--- src/rtl/cva6_ras_ckpt_pkg.sv ---
// Shared types and default configuration for the checkpointed return-address stack.
// The struct layouts follow the RAS_* fields, so a different configuration is made here.
package cva6_ras_ckpt_pkg;

    localparam int unsigned RAS_ADDR_W  = 64;
    localparam int unsigned RAS_DEPTH   = 4;
    localparam int unsigned RAS_NR_CKPT = 4;

    localparam int unsigned RAS_PTR_W = $clog2(RAS_DEPTH);
    localparam int unsigned RAS_CNT_W = $clog2(RAS_DEPTH + 1);

    // A single checkpoint slot still needs a 1-bit id port.
    function automatic int unsigned id_width(input int unsigned n);
        return (n > 1) ? $clog2(n) : 1;
    endfunction

    typedef struct packed {
        logic [RAS_PTR_W-1:0]  tos;
        logic [RAS_CNT_W-1:0]  count;
        logic [RAS_ADDR_W-1:0] top;
    } ras_ckpt_t;

    typedef struct packed {
        logic                  valid;
        logic [RAS_ADDR_W-1:0] ra;
    } ras_t;

endpackage

--- src/rtl/cva6_ras_ckpt_if.sv ---
// Predecode/branch-unit side of the RAS: push/pop, checkpoint control and top-of-stack view.
interface cva6_ras_ckpt_if #(
    parameter int unsigned ADDR_W  = cva6_ras_ckpt_pkg::RAS_ADDR_W,
    parameter int unsigned NR_CKPT = cva6_ras_ckpt_pkg::RAS_NR_CKPT
);
    localparam int unsigned ID_W = cva6_ras_ckpt_pkg::id_width(NR_CKPT);

    logic              flush_i;
    logic              push_i;
    logic [ADDR_W-1:0] push_addr_i;
    logic              pop_i;
    logic              top_valid_o;
    logic [ADDR_W-1:0] top_addr_o;
    logic              ckpt_save_i;
    logic              ckpt_restore_i;
    logic [ID_W-1:0]   ckpt_id_i;
    logic              restore_err_o;

    modport master (
        output flush_i, push_i, push_addr_i, pop_i,
        output ckpt_save_i, ckpt_restore_i, ckpt_id_i,
        input  top_valid_o, top_addr_o, restore_err_o
    );

    modport slave (
        input  flush_i, push_i, push_addr_i, pop_i,
        input  ckpt_save_i, ckpt_restore_i, ckpt_id_i,
        output top_valid_o, top_addr_o, restore_err_o
    );

endinterface

--- src/rtl/cva6_ras_ckpt.sv ---
// Circular return-address stack with overwrite-on-overflow and speculative checkpoints.
// Per-cycle priority: flush > restore > push/pop > save; all outputs come straight from flops.
module cva6_ras_ckpt
    import cva6_ras_ckpt_pkg::*;
#(
    parameter int unsigned ADDR_W  = RAS_ADDR_W,
    parameter int unsigned DEPTH   = RAS_DEPTH,
    parameter int unsigned NR_CKPT = RAS_NR_CKPT
) (
    input  logic            clk_i,
    input  logic            rst_ni,
    cva6_ras_ckpt_if.slave  ras
);

    localparam int unsigned PTR_W = $clog2(DEPTH);
    localparam int unsigned CNT_W = $clog2(DEPTH + 1);

    logic [DEPTH-1:0][ADDR_W-1:0] mem_q, mem_d;
    logic [PTR_W-1:0]             tos_q, tos_d;
    logic [CNT_W-1:0]             cnt_q, cnt_d;
    ras_ckpt_t [NR_CKPT-1:0]      ckpt_q, ckpt_d;
    logic [NR_CKPT-1:0]           ckpt_vld_q, ckpt_vld_d;
    ras_t                         top_q, top_d;
    logic                         err_q, err_d;
    ras_ckpt_t                    sel_ckpt;

    assign sel_ckpt = ckpt_q[ras.ckpt_id_i];

    always_comb begin
        mem_d      = mem_q;
        tos_d      = tos_q;
        cnt_d      = cnt_q;
        ckpt_d     = ckpt_q;
        ckpt_vld_d = ckpt_vld_q;
        err_d      = 1'b0;

        if (ras.flush_i) begin
            tos_d      = '0;
            cnt_d      = '0;
            ckpt_vld_d = '0;
        end else if (ras.ckpt_restore_i) begin
            // Rewrite the saved top too: the wrong path may have clobbered it.
            if (ckpt_vld_q[ras.ckpt_id_i]) begin
                tos_d                = sel_ckpt.tos;
                cnt_d                = sel_ckpt.count;
                mem_d[sel_ckpt.tos]  = sel_ckpt.top;
            end else begin
                err_d = 1'b1;
            end
        end else begin
            if (ras.push_i && ras.pop_i) begin
                mem_d[tos_q] = ras.push_addr_i;
                if (cnt_q == '0) cnt_d = CNT_W'(1);
            end else if (ras.push_i) begin
                tos_d        = tos_q + PTR_W'(1);
                mem_d[tos_d] = ras.push_addr_i;
                if (cnt_q != CNT_W'(DEPTH)) cnt_d = cnt_q + CNT_W'(1);
            end else if (ras.pop_i && cnt_q != '0) begin
                tos_d = tos_q - PTR_W'(1);
                cnt_d = cnt_q - CNT_W'(1);
            end

            // Snapshot is the state before this cycle's push/pop.
            if (ras.ckpt_save_i) begin
                ckpt_d[ras.ckpt_id_i]     = '{tos: tos_q, count: cnt_q, top: mem_q[tos_q]};
                ckpt_vld_d[ras.ckpt_id_i] = 1'b1;
            end
        end

        top_d.valid = (cnt_d != '0);
        top_d.ra    = top_d.valid ? mem_d[tos_d] : '0;
    end

    always_ff @(posedge clk_i or negedge rst_ni) begin
        if (!rst_ni) begin
            mem_q      <= '0;
            tos_q      <= '0;
            cnt_q      <= '0;
            ckpt_q     <= '0;
            ckpt_vld_q <= '0;
            top_q      <= '0;
            err_q      <= 1'b0;
        end else begin
            mem_q      <= mem_d;
            tos_q      <= tos_d;
            cnt_q      <= cnt_d;
            ckpt_q     <= ckpt_d;
            ckpt_vld_q <= ckpt_vld_d;
            top_q      <= top_d;
            err_q      <= err_d;
        end
    end

    assign ras.top_valid_o   = top_q.valid;
    assign ras.top_addr_o    = top_q.ra;
    assign ras.restore_err_o = err_q;

    a_cnt_bound: assert property (@(posedge clk_i) disable iff (!rst_ni)
        cnt_q <= CNT_W'(DEPTH));
    a_top_valid: assert property (@(posedge clk_i) disable iff (!rst_ni)
        ras.top_valid_o == (cnt_q != '0));
    a_no_x: assert property (@(posedge clk_i) disable iff (!rst_ni)
        !$isunknown({ras.top_valid_o, ras.top_addr_o, ras.restore_err_o}));

endmodule

--- src/flat_wrapper.sv ---
// flat-port wrapper written by rule: the top's interface ports become plain ports
module cva6_ras_ckpt_flat import cva6_ras_ckpt_pkg::*;
#(
    parameter int unsigned ADDR_W  = RAS_ADDR_W,
    parameter int unsigned DEPTH   = RAS_DEPTH,
    parameter int unsigned NR_CKPT = RAS_NR_CKPT
)
  (clk_i, rst_ni, ras_flush_i, ras_push_i, ras_push_addr_i, ras_pop_i, ras_ckpt_save_i, ras_ckpt_restore_i, ras_ckpt_id_i, ras_top_valid_o, ras_top_addr_o, ras_restore_err_o);
  cva6_ras_ckpt_if #(.ADDR_W(ADDR_W), .NR_CKPT(NR_CKPT)) ras_i ();
  input  logic clk_i;
  input  logic rst_ni;
  input wire logic [$bits(ras_i.flush_i)-1:0] ras_flush_i;
  input wire logic [$bits(ras_i.push_i)-1:0] ras_push_i;
  input wire logic [$bits(ras_i.push_addr_i)-1:0] ras_push_addr_i;
  input wire logic [$bits(ras_i.pop_i)-1:0] ras_pop_i;
  input wire logic [$bits(ras_i.ckpt_save_i)-1:0] ras_ckpt_save_i;
  input wire logic [$bits(ras_i.ckpt_restore_i)-1:0] ras_ckpt_restore_i;
  input wire logic [$bits(ras_i.ckpt_id_i)-1:0] ras_ckpt_id_i;
  output wire logic [$bits(ras_i.top_valid_o)-1:0] ras_top_valid_o;
  output wire logic [$bits(ras_i.top_addr_o)-1:0] ras_top_addr_o;
  output wire logic [$bits(ras_i.restore_err_o)-1:0] ras_restore_err_o;
  assign ras_i.flush_i = ras_flush_i;
  assign ras_i.push_i = ras_push_i;
  assign ras_i.push_addr_i = ras_push_addr_i;
  assign ras_i.pop_i = ras_pop_i;
  assign ras_i.ckpt_save_i = ras_ckpt_save_i;
  assign ras_i.ckpt_restore_i = ras_ckpt_restore_i;
  assign ras_i.ckpt_id_i = ras_ckpt_id_i;
  assign ras_top_valid_o = ras_i.top_valid_o;
  assign ras_top_addr_o = ras_i.top_addr_o;
  assign ras_restore_err_o = ras_i.restore_err_o;
  cva6_ras_ckpt #(.ADDR_W(ADDR_W), .DEPTH(DEPTH), .NR_CKPT(NR_CKPT)) u_core (.clk_i(clk_i), .rst_ni(rst_ni), .ras(ras_i));
endmodule
--- config.mk ---
export PLATFORM = sky130hd
export DESIGN_NAME = cva6_ras_ckpt_flat
export DESIGN_NICKNAME = d
export VERILOG_FILES = /design/src/rtl/cva6_ras_ckpt_pkg.sv /design/src/rtl/cva6_ras_ckpt_if.sv /design/src/rtl/cva6_ras_ckpt.sv /design/src/flat_wrapper.sv
export SDC_FILE = /design/constraint.sdc
export NUM_CORES = 2
export LEC_CHECK = 0
export ABC_AREA = 1
export BUFFER_PORTS_ARGS = -buffer_cell sky130_fd_sc_hd__buf_2
export CORE_MARGIN = 3
export CORE_UTILIZATION = 24
export CTS_CLUSTER_SIZE = 25
export DETAILED_ROUTE_END_ITERATION = 8
export HOLD_SLACK_MARGIN = 0.02
export PLACE_DENSITY = 0.42
export REMOVE_ABC_BUFFERS = 1
export SLEW_MARGIN = 20
export SYNTH_ARGS = -nofsm -noshare
export SYNTH_HDL_FRONTEND = slang
export SYNTH_SLANG_ARGS = --single-unit
export TNS_END_PERCENT = 100
--- constraint.sdc ---
create_clock -name clk_i -period 6.5 [get_ports clk_i]
set_input_delay 1.3 -clock clk_i [delete_from_list [all_inputs] [get_ports clk_i]]
set_output_delay 1.3 -clock clk_i [all_outputs]
set_load 0.01 [all_outputs]
* Word-level counts from Yosys, hierarchy flattened
Index checks and enable logic that the tools add are counted.
Storage, ports and cells: flip-flop bits (word level) 607, word-level logic and storage cells 100, bits of input ports 73
Operators by class: add/subtract/negate cells 4, multiplexer cells 48, equality and inequality tests 2, reduce and logical (&&, ||, !) cells 12, bitwise logic cells 3, order comparisons 9
Operator list (count):
- $mux W256 | 5
- $bwmux W256 | 3
- $demux W64 S2 | 3
- $mux W64 | 6
- $bwmux W276 | 1
- $bmux W64 S2 | 2
- $bmux W69 S2 | 1
- $demux W69 S2 | 1
- $mux W69 | 2
- $mux W3 | 8
- $lt A2 B3 Y1 const B | 5
- $mux W2 | 6
- $mux W4 | 3
- $ge A2 B1 Y1 const B | 4
- $logic_and A1 B1 Y1 | 6
- $reduce_bool A3 Y1 | 2
- $mux W1 | 5
- $or A4 B4 Y4 | 1
- $add A3 B1 Y3 const B | 1
- $logic_not A3 Y1 | 1
- $ne A3 B3 Y1 const B | 1
- $reduce_and A3 Y1 | 1
- $sub A3 B1 Y3 const B | 1
- $add A2 B1 Y2 const B | 1
- other kinds (7) | 8

* Logic depth before layout (Yosys ltp)
depth in word-level cells 13, gate-level depth with buffers 16

* Least setup slack after synthesis
No wires, ideal clock.
path kind in2reg, start point input port ras_ckpt_id_i[1], end point register u_core.top_q (netlist bit u_core.ras.top_addr_o[10]), stages 13, buffers on the path 3, setup slack 3704 ps, required time 6364 ps, arrival 2659 ps, cell sequence buf_4 -> nand3_1 -> nand2_2 -> nor2_8 -> nand2_2 -> nand3_2 -> inv_2 -> nor2_2 -> buf_6 -> buf_2 -> nand3_1 -> nand3_1 -> a21oi_1
RTL lines:
- start, declared | line flat_wrapper.sv:18 | input wire logic [$bits(ras_i.ckpt_id_i)-1:0] ras_ckpt_id_i;
- end signal, assigned | line cva6_ras_ckpt.sv:89 | top_q <= top_d;
- end, declared | line cva6_ras_ckpt.sv:23 | ras_t top_q, top_d;

==> impl_metrics.yaml <==
routing:
  viasPerCell: 5.10
  vias: 38200
  drt_iter0_markers: 3644
  drt-total-wl_mm: 167
  drc: 0
  wl_per_cell_microns: 22.3
  antenna_left: 0
  drt_pass1_iterations: 7
sta:
  finalCritPeriodShare: 0.658
  rsz0062_at_grt: "false"
  fin_ws_ps: 2220
  setup_viol: 0
  max_freq_mhz: 234
  fin_skew_ps: 24.5
  slew_headroom: 0.290
  finalHoldViolCount: 0
  fin_hold_ws_ps: 481
  worstMarginPinSlew_ps: 1060
  post-route-min-period_ps: 4280
  final_max_slew_viol_count: 0
synthesis:
  synthCells: 5497
  syn-cell-area_sq_um: 37800
  ys_ff_latch: 607
  ys_seq_area_frac: 0.402
  syn-mean-instance-area_sq_um: 6.87
  synth.distinct_cells: 31
  yosysWarnings: 0
finish:
  nets: 5451
  layout_common_cells: "1615 x nand2_1, 955 x nand3_1, 605 x dfrtp_1"
  instances_no_fill: 7480
  drive_gt1_frac: 0.0797
  n_fill_cell: 17200
  fin_area_sq_um: 42600
  final_common_cell: "nand2_1"
  area_delta_synth_final_pct: 12.8
floorplanning:
  die_y_microns: 403
  die_area_sq_um: 162000
  start_util: 0.243
  row_count: 144
  core_sq_um: 155000
  ios: 139
  die_x_microns: 403
critical_path:
  worst_r2r_endpoint: "u_core.ras.top_addr_o[1]$_DFF_PN0_"
  cp_max_fo: 50
  critPathLaunch: "u_core.tos_q[1]$_DFF_PN0_"
  reg2reg_setup_slack_ps: 2220
  arrival_ps: 4840
  ff2ff_path_depth: 11
  worstPathRequired_ps: 7060
  crit_end: "u_core.ras.top_addr_o[1]$_DFF_PN0_"
  cp-start-kind: "flip-flop"
  r2r-start: "u_core.tos_q[1]$_DFF_PN0_"
  critPathCaptureType: "flip-flop"
  critPathKind: "reg -> reg"
pwr:
  ir_worst_vdd_uv: 190
  p_per_area_nw_per_um2: 333
  p_leak_nw: 20.7
place:
  place_ws_ps: 1940
  dpl.hpwl_mm: 92.9
  io_buffer_count: 138
  dp_cells: 7329
  placed_cell_area_sq_um: 40000
  gp_congestion: 0.794
global_routing:
  antenna_found_initial: 13
  grt_use_total: 0.200
  grt_pass1_wl_mm: 247
  grt_max_degree: 161
  grt_overflow: 0
  first_global_vias: 36500
clock_network:
  cts.clk_slew.worst_paths_ps: 60
  clk_path_buf_depth: 3
  holdBufCountCts: 0
  cts_buffers: 81
  cts_tree: "built"
  cts_setup_buffers: 0
  cts_htree_levels: 3
  root_buffer: "clkbuf_16"
  clk_latency_ps: 690
  clock-sinks: 607
  cts_resized: 0
flow_run:
  drv_cap: 0
min_path:
  hold_class: "reg -> reg"
outcome:
  status: "completed"
## critical path, stage by stage, from the launching register on
cell     delay [ps]
dfrtp_4         720
inv_4           540
ha_4            570
buf_4           610
buf_4           730
a21oi_1         140
o21ai_0         100
nand3_1         100
o21a_1          140
nand3_1          90
nand3_1          90
a21oi_1         260
## registers in the layout, indices dropped and copies added, names as in the netlist
register / count
u_core.cnt_q: 3
u_core.ras.top_addr_o: 64
u_core.ckpt_vld_q: 4
u_core.ckpt_q: 276
u_core.ras.top_valid_o: 1
u_core.mem_q: 256
u_core.tos_q: 2
u_core.ras.restore_err_o: 1
## cell usage after synthesis
master | count | area, sq um
nor2_8 | 2 | 40.0
o22ai_1 | 2 | 12.5
inv_4 | 1 | 6.26
o2111ai_1 | 65 | 569
dfrtp_1 | 607 | 15200
o21ai_1 | 8 | 40.0
o21ai_4 | 2 | 32.5
nand2_4 | 2 | 22.5
nor2_1 | 219 | 822
buf_2 | 175 | 876
nor2_4 | 5 | 56.3
clkinv_1 | 2 | 7.51
nand2_2 | 10 | 62.6
ha_1 | 10 | 125
inv_1 | 424 | 1590
nand3_4 | 2 | 35.0
inv_2 | 8 | 30.0
o21a_1 | 66 | 495
clkbuf_1 | 174 | 653
buf_6 | 16 | 180
nor2_2 | 33 | 206
o21ai_0 | 586 | 2930
buf_1 | 26 | 97.6
nand3_2 | 6 | 60.1
nand2_1 | 1623 | 6090
buf_4 | 35 | 263
o21ai_2 | 3 | 26.3
o211ai_1 | 68 | 510
a211oi_1 | 64 | 480
a21oi_1 | 298 | 1490
nand3_1 | 955 | 4780
## kinds of logic after synthesis
| family | share of synthesized area |
|---|---|
| and+or+nand+nor | 0.322 |
| DFF | 0.402 |
| adders and majority gates | 0.00331 |
| buffers and inverters | 0.0980 |
| AOI/OAI and AO/OA | 0.174 |
## area by class of cell
cell class                      count  area, sq um  area share
Antenna cell                        5         12.5    0.000294
Tap cell                         2044         2560      0.0600
Clock inverter                     28          255     0.00599
Timing Repair Buffer              214         1530      0.0359
Multi-Input combinational cell   4029        19100       0.447
Inverter                          435         1640      0.0386
Clock buffer                      118         2360      0.0553
Sequential cell                   607        15200       0.357
## routing by layer
| metal | vias to the layer above | part of all wire | global-route usage | routed length, microns |
|---|---|---|---|---|
| met4 | 2 | 0.027 | 0.0543 | 4420 |
| met1 | 18600 | 0.45 | 0.273 | 74900 |
| met2 | 1332 | 0.47 | 0.333 | 77800 |
| li1 | 18000 | - | - | - |
| met5 | - | 0.000078 | 0 | 13 |
| met3 | 264 | 0.057 | 0.0240 | 9540 |
## metrics by stage
| stage | setup TNS [ps] | total power, mW | util |
|---|---|---|---|
| 2_1_floorplan | -383140 | 8.09 | - |
| 3_3_place_gp | 0 | 9.67 | 0.257 |
| 3_5_place_dp | 0 | 9.69 | 0.257 |
| 4_1_cts | 0 | 14.3 | 0.274 |
| 5_1_grt | 0 | 15.1 | 0.274 |
| 6_report | 0 | 14.2 | 0.274 |
## where the power goes
| group | internal [mW] | total, mW | switching, mW |
|---|---|---|---|
| sequential | 4.79 | 5.44 | 0.644 |
| clock | 2.60 | 4.52 | 1.92 |
| combinational | 1.31 | 4.22 | 2.91 |
| total | 8.71 | 14.2 | 5.47 |
## how the worst min path moves through the flow
| stage | depth (start not counted) | slack (ps) | to | from |
|---|---|---|---|---|
| floorplan | 2 | 450 | u_core.ckpt_q[0]$_DFFE_PN0P_ | u_core.ckpt_q[0]$_DFFE_PN0P_ |
| global placement | 2 | 470 | u_core.ckpt_q[97]$_DFFE_PN0P_ | u_core.ckpt_q[97]$_DFFE_PN0P_ |
| global route | 2 | 500 | u_core.ckpt_q[84]$_DFFE_PN0P_ | u_core.ckpt_q[84]$_DFFE_PN0P_ |
| finish | 2 | 480 | u_core.ckpt_q[50]$_DFFE_PN0P_ | u_core.ckpt_q[50]$_DFFE_PN0P_ |
| CTS | 2 | 490 | u_core.ckpt_q[116]$_DFFE_PN0P_ | u_core.ckpt_q[116]$_DFFE_PN0P_ |
| detailed placement | 2 | 470 | u_core.ckpt_q[230]$_DFFE_PN0P_ | u_core.ckpt_q[230]$_DFFE_PN0P_ |
(Power assumes the default switching activity.)
